$ cat src/rtl/microcode_sequencer.sv
// rtl/microcode_sequencer.sv - microcode next-address sequencer (IDLE/EXEC/HALT)
// Optional micro-return stack enabled by defining USTACK_EN.
module microcode_sequencer #(
    parameter int UADDR_W     = 9,
    parameter int OPC_W       = 4,
    parameter int STACK_DEPTH = 4
) (
    input  logic               clk,
    input  logic               rst,
    input  logic [OPC_W-1:0]   opcode,
    input  logic               instr_valid,
    input  logic [2:0]         seq_op,
    input  logic [UADDR_W-1:0] seq_target,
    input  logic               flag_z,
    input  logic               flag_n,
    output logic [UADDR_W-1:0] uaddr,
    output logic               ir_load,
    output logic               busy,
    output logic               halted,
    output logic               err
);

    typedef enum logic [1:0] {S_IDLE, S_EXEC, S_HALT} state_t;

    localparam logic [2:0] OP_NEXT  = 3'b000;
    localparam logic [2:0] OP_JUMP  = 3'b001;
    localparam logic [2:0] OP_BRZ   = 3'b010;
    localparam logic [2:0] OP_BRN   = 3'b011;
    localparam logic [2:0] OP_FETCH = 3'b100;
    localparam logic [2:0] OP_CALL  = 3'b101;
    localparam logic [2:0] OP_RET   = 3'b110;
    localparam logic [2:0] OP_HALT  = 3'b111;

    state_t               state, state_nxt;
    logic [UADDR_W-1:0]   uaddr_nxt;
    logic [UADDR_W-1:0]   uaddr_inc;
    logic [UADDR_W-1:0]   dispatch_addr;
    logic                 err_nxt;

    assign uaddr_inc     = uaddr + 1'b1;
    assign dispatch_addr = UADDR_W'({1'b1, opcode, 4'b0000});
    assign ir_load       = !rst && (state == S_IDLE) && instr_valid;

`ifdef USTACK_EN
    localparam int SP_W  = $clog2(STACK_DEPTH + 1);
    localparam int IDX_W = (STACK_DEPTH > 1) ? $clog2(STACK_DEPTH) : 1;

    logic [UADDR_W-1:0] stack_mem [STACK_DEPTH];
    logic [SP_W-1:0]    sp;
    logic               push, pop;
    logic               full, empty;
    logic [IDX_W-1:0]   top_idx, push_idx;

    assign full     = (sp == SP_W'(STACK_DEPTH));
    assign empty    = (sp == '0);
    assign top_idx  = IDX_W'(sp - 1'b1);
    assign push_idx = IDX_W'(sp);

    // Contents are never cleared; resetting sp is enough to discard them.
    always_ff @(posedge clk) begin
        if (rst) begin
            sp <= '0;
        end else if (push) begin
            stack_mem[push_idx] <= uaddr_inc;
            sp                  <= sp + 1'b1;
        end else if (pop) begin
            sp <= sp - 1'b1;
        end
    end
`else
    logic unused_cfg;
    assign unused_cfg = ^STACK_DEPTH;
`endif

    always_comb begin
        state_nxt = state;
        uaddr_nxt = uaddr;
        err_nxt   = err;
`ifdef USTACK_EN
        push      = 1'b0;
        pop       = 1'b0;
`endif
        case (state)
            S_IDLE: begin
                uaddr_nxt = '0;
                if (instr_valid) begin
                    state_nxt = S_EXEC;
                    uaddr_nxt = dispatch_addr;
                end
            end
            S_EXEC: begin
                case (seq_op)
                    OP_NEXT:  uaddr_nxt = uaddr_inc;
                    OP_JUMP:  uaddr_nxt = seq_target;
                    OP_BRZ:   uaddr_nxt = flag_z ? seq_target : uaddr_inc;
                    OP_BRN:   uaddr_nxt = flag_n ? seq_target : uaddr_inc;
                    OP_FETCH: begin
                        uaddr_nxt = '0;
                        state_nxt = S_IDLE;
                    end
                    OP_CALL: begin
`ifdef USTACK_EN
                        if (full) begin
                            err_nxt   = 1'b1;
                            state_nxt = S_HALT;
                        end else begin
                            push      = 1'b1;
                            uaddr_nxt = seq_target;
                        end
`else
                        err_nxt   = 1'b1;
                        state_nxt = S_HALT;
`endif
                    end
                    OP_RET: begin
`ifdef USTACK_EN
                        if (empty) begin
                            err_nxt   = 1'b1;
                            state_nxt = S_HALT;
                        end else begin
                            pop       = 1'b1;
                            uaddr_nxt = stack_mem[top_idx];
                        end
`else
                        err_nxt   = 1'b1;
                        state_nxt = S_HALT;
`endif
                    end
                    OP_HALT:  state_nxt = S_HALT;
                    default:  state_nxt = S_HALT;
                endcase
            end
            S_HALT:  state_nxt = S_HALT;
            default: state_nxt = S_IDLE;
        endcase
    end

    always_ff @(posedge clk) begin
        if (rst) begin
            state  <= S_IDLE;
            uaddr  <= '0;
            busy   <= 1'b0;
            halted <= 1'b0;
            err    <= 1'b0;
        end else begin
            state  <= state_nxt;
            uaddr  <= uaddr_nxt;
            busy   <= (state_nxt == S_EXEC);
            halted <= (state_nxt == S_HALT);
            err    <= err_nxt;
        end
    end

endmodule
$ cat config.mk
export PLATFORM = sky130hd
export DESIGN_NAME = microcode_sequencer
export DESIGN_NICKNAME = d
export VERILOG_FILES = /design/src/rtl/microcode_sequencer.sv
export SDC_FILE = /design/constraint.sdc
export NUM_CORES = 1
export LEC_CHECK = 0
export BUFFER_PORTS_ARGS = -buffer_cell sky130_fd_sc_hd__buf_2
export CELL_PAD_IN_SITES_DETAIL_PLACEMENT = 1
export CELL_PAD_IN_SITES_GLOBAL_PLACEMENT = 1
export CORE_MARGIN = 2
export CORE_UTILIZATION = 33
export CTS_CLUSTER_SIZE = 28
export DETAILED_ROUTE_END_ITERATION = 16
export MAX_ROUTING_LAYER = met4
export PLACE_DENSITY_LB_ADDON = 0.12
export REMOVE_ABC_BUFFERS = 1
export SKIP_LAST_GASP = 1
export SLEW_MARGIN = 10
export SYNTH_ARGS = -nofsm -noshare
export SYNTH_HDL_FRONTEND = slang
export SYNTH_SLANG_ARGS = --single-unit
$ cat constraint.sdc
create_clock -name clk -period 1.8 [get_ports clk]
set_clock_uncertainty 0.1 [all_clocks]
set_input_delay 0.18 -clock clk [delete_from_list [all_inputs] [get_ports clk]]
set_output_delay 0.18 -clock clk [all_outputs]
set_load 0.01 [all_outputs]
Yosys cells after proc, flatten, opt, wreduce, memory -nomap -nowiden. Cells that the tools add are included. W data, S select, Z words.

Register bits after elaboration: 14.

$add $sub $neg: 1. Eq/ne operators: 12. Muxes and demuxes: 8. Reduce and logical (&&, ||, !) cells: 10.

Operators by type and width (count): $pmux W9 S5 (1); $mux W9 (3); $pmux W9 S2 (1); $eq A3 B3 Y1 const B (4); $add A9 B1 Y9 const B (1); $eq A3 B2 Y1 const B (2); $ne A6 B1 Y1 const B (1); $pmux W2 S3 (1); $eq A2 B1 Y1 const B (2); $eq A2 B2 Y1 const B (2); $pmux W2 S2 (1); $reduce_and A2 Y1 (2); $eq A3 B1 Y1 const B (1); $logic_not A3 Y1 (1); $reduce_or A3 Y1 (1); $logic_and A1 B1 Y1 (2); $logic_not A2 Y1 (1); $mux W2 (1); $reduce_bool A2 Y1 (1); $reduce_or A2 Y1 (1); $logic_not A1 Y1 (1).

Depth between registers and ports, before layout.
Word-level depth: 5. Gate-level depth with buffers: 6.

Worst setup path after synthesis. No wires, ideal clock.

Path type: reg2reg. From: reg state[1]. To: reg uaddr[5]. Library setup time: 73 ps. Arrival: 1364 ps. Data required time: 1627 ps. Slack: 263 ps. Stages on the path, launching flop included: 6. Path buffers: 1. Period minus slack after synthesis: 1537 ps. Cell sequence: dfxtp_1 > or4b_1 > buf_6 > a21oi_4 > a21oi_1 > o211ai_2.

Cells in the longest elaborated chain, start to end: 3.

RTL lines: from (decl) (RTL line 34) `state_t state, state_nxt;`; from (signal assigned) (RTL line 146) `state <= state_nxt;`; $eq A2 B1 Y1 or $logic_not A2 Y1 (tied branches) (RTL line 83) `case (state)`; $ne A6 B1 Y1 (no source line) or $reduce_bool A2 Y1 (tied branches); $reduce_and A2 Y1 (no source line); to (signal assigned) (RTL line 147) `uaddr <= uaddr_nxt;`; to (decl) (RTL line 16) `output logic [UADDR_W-1:0] uaddr,`.

Several ways; a longest one is shown, not always the timed one. A chain may end at the register's enable or synchronous reset.

Final worst setup path.
From: reg state[0]. To: out ir_load.

Cells in the longest elaborated chain, start to end: 3.

RTL lines: $logic_not A2 Y1 (RTL line 42) `assign ir_load = !rst && (state == S_IDLE) && instr_valid;`; $logic_and A1 B1 Y1 (2 in a row) (RTL line 42); to (decl) (RTL line 17) `output logic ir_load,`.

No other way between the ends.

==> flow_summary.toml <==
[sta]
finalCritPeriodShare = 0.9217
tightest_slew_ns = 0.3659
tns_ns = 0
rsz0062_at_grt = "no"
fmax_ghz = 0.6027
period_needed_ns = 1.659
relSlewSlack = 0.7551
slew_violations = 0
setup_slack_ns = 0.1409
hold_viol = 0
setup_violations = 0

[logic_synthesis]
netlist_instances = 103
synth_seq_area_share = 0.3280
yosys_warnings = 0
synthesis.area_um2 = 854.6
postSynthAreaPerCell_um2 = 8.297
synth-seq-cells = 14
ys_types = 38

[setup_path]
path_class = "reg -> out"
cp-end-kind = "output port"
cp.required_ns = 1.52
cp_max_fo = 6
startpoint_type = "register"
cp.arrival_ns = 1.38

[hold_path]
min_path_type = "in -> reg"

[global_routing]
grt_pass1_wl_um = 4298
grt_pass1_vias = 927
grt_overflow = 0
grtUsageTotal = 0.2092
grt_max_degree = 11
grt_antenna_before_repair = 0

[drt]
drc = 0
vias = 939
drtIter0Drc = 11
drtPass1Iterations = 2
drt-vias-per-instance = 5.459
wl_per_cell_um = 15.09
wl_um = 2595
detail-route-antenna-nets = 0

[clock_tree]
postCtsSetupBuffers = 0
numCtsBuffers = 3
max-clock-path-buffers = 2
cts.sinks = 14
h-tree-depth = 1
root_buffer = "clkbuf_4"
cts_tree = "built"
clk_pin_slew_ns = 0.09
clk_latency_ns = 0.28
postCtsResizedCells = 0
hold_buffers = 0

[floorplanning]
die_height_um = 54.89
die_w_um = 54.89
dieArea_um2 = 3013
rows = 18
io_pins = 34
start_util = 0.3481
coreArea_um2 = 2455

[power_and_ir_drop]
power.density_nw_per_um2 = 623.9
power_w = 0.0006861
ir_drop_mv = 0.3077
p_leak_nw = 0.4858

[finish]
final_area_um2 = 1100
fin_cells = 172
post_route_cells_drive_above_1_share = 0.3380
n_fill_cell = 319
mostFrequentLayoutCell = "buf_2"
area_delta_synth_final_pct = 28.70
fin_nets = 166
antennaDiodeCount = 0
final_cell_mix = "buf_2, dfxtp_1, a21oi_1"

[placement]
place_ws_ns = 0.1957
hpwl_um = 2055
dp_cells = 169
portBuffers = 33
place.gp.congestion = 0.7966
place_area_um2 = 1077

[run_status]
outcome = "finished, final reports clean"

[job]
maxCapViolations = 0
==> sequential cells by signal (all words and copies together), names as in the netlist <==
signal and count:
busy 1, err 1, halted 1, state 2, uaddr 9
==> path summary, 6_finish.rpt <==
kind | start | to | slack (ns) | cells past startpoint
worst max-delay path | state[0] | ir_load | 0.14 | 4
worst min-delay path | seq_target[5] | uaddr[5] | 0.04 | 3
worst max register to register | state[0] | uaddr[2] | 0.22 | 5
worst min register to register | err | err | 0.38 | 2
==> synthesized netlist by cell type <==
| library cell | number | area share |
|---|---|---|
| dfxtp_1 | 14 | 0.33 |
| a21oi_1 | 10 | 0.059 |
| nand2_1 | 7 | 0.031 |
| nor2_1 | 7 | 0.031 |
| nor3_1 | 7 | 0.041 |
| inv_1 | 5 | 0.022 |
| a22oi_1 | 4 | 0.035 |
| mux2i_1 | 3 | 0.035 |
| nand3_1 | 3 | 0.018 |
| o21ai_0 | 3 | 0.018 |
| o21ai_1 | 3 | 0.018 |
| o31ai_1 | 3 | 0.026 |
| a211oi_1 | 2 | 0.018 |
| a31oi_1 | 2 | 0.015 |
| buf_2 | 2 | 0.012 |
| buf_6 | 2 | 0.026 |
| nand2b_1 | 2 | 0.015 |
| nand3b_1 | 2 | 0.018 |
| nor4b_2 | 2 | 0.035 |
| o21a_1 | 2 | 0.018 |
| a211o_1 | 1 | 0.010 |
| a21o_1 | 1 | 0.0088 |
| a21oi_4 | 1 | 0.019 |
| and3_1 | 1 | 0.0073 |
| and3b_1 | 1 | 0.010 |
| ha_1 | 1 | 0.015 |
| nand4_1 | 1 | 0.0073 |
| nor4_1 | 1 | 0.0073 |
| o211ai_1 | 1 | 0.0088 |
| o211ai_2 | 1 | 0.015 |
| o21bai_1 | 1 | 0.0088 |
| o221ai_1 | 1 | 0.010 |
| o22ai_1 | 1 | 0.0073 |
| o31a_1 | 1 | 0.010 |
| or2_2 | 1 | 0.0073 |
| or4b_1 | 1 | 0.012 |
| xnor2_1 | 1 | 0.010 |
| xor2_1 | 1 | 0.010 |
==> final cells by class <==
type,instances,area [um2],share of cell area
well taps,30,37.54,0.03413
clock buffers,3,22.52,0.02048
inverters,5,18.77,0.01706
repair buffers,40,217.7,0.1980
flip-flops and latches,14,280.3,0.2548
multi-input cells,80,523.0,0.4755
==> kinds of logic (layout without fill, tap and decap cells) <==
logic type,Yosys count,in the layout,synth area share
buf+inv,9,48,0.06003
fa+ha+maj,1,1,0.01464
simple gates,36,36,0.2387
compound gates,38,38,0.3031
mux,3,3,0.03514
xor+xnor,2,2,0.02050
flops,14,14,0.3280
==> critical path, stage by stage (launching register included) <==
cell and delay [ns]:
dfxtp_1 0.35, buf_4 0.16, nor4b_2 0.25, buf_4 0.20
buf_2 0.14
==> layer usage <==
metal | track usage | routed length, um | vias up
li1 | - | - | 467
met1 | 0.2632 | 1245 | 452
met2 | 0.3353 | 1233 | 18
met3 | 0.03226 | 103 | 2
met4 | 0.08537 | 13 | 0
met5 | - | 0 | -
==> report_power, final <==
part / total (W) / switching [W] / internal [W]
clock: 0.000185 / 0.000107 / 0.0000776
sequential: 0.000342 / 0.0000155 / 0.000327
combinational: 0.000159 / 0.0000860 / 0.0000732
total: 0.000686 / 0.000209 / 0.000477
==> metrics by stage <==
step                      hold slack (ns)  utilization
after CTS                         0.03162       0.4480
final                             0.03677       0.4480
after detailed placement           0.3292       0.4388
after floorplan                    0.1491            -
after global placement             0.3168       0.4388
after global routing              0.02151       0.4480
(Power assumes the default switching activity.)
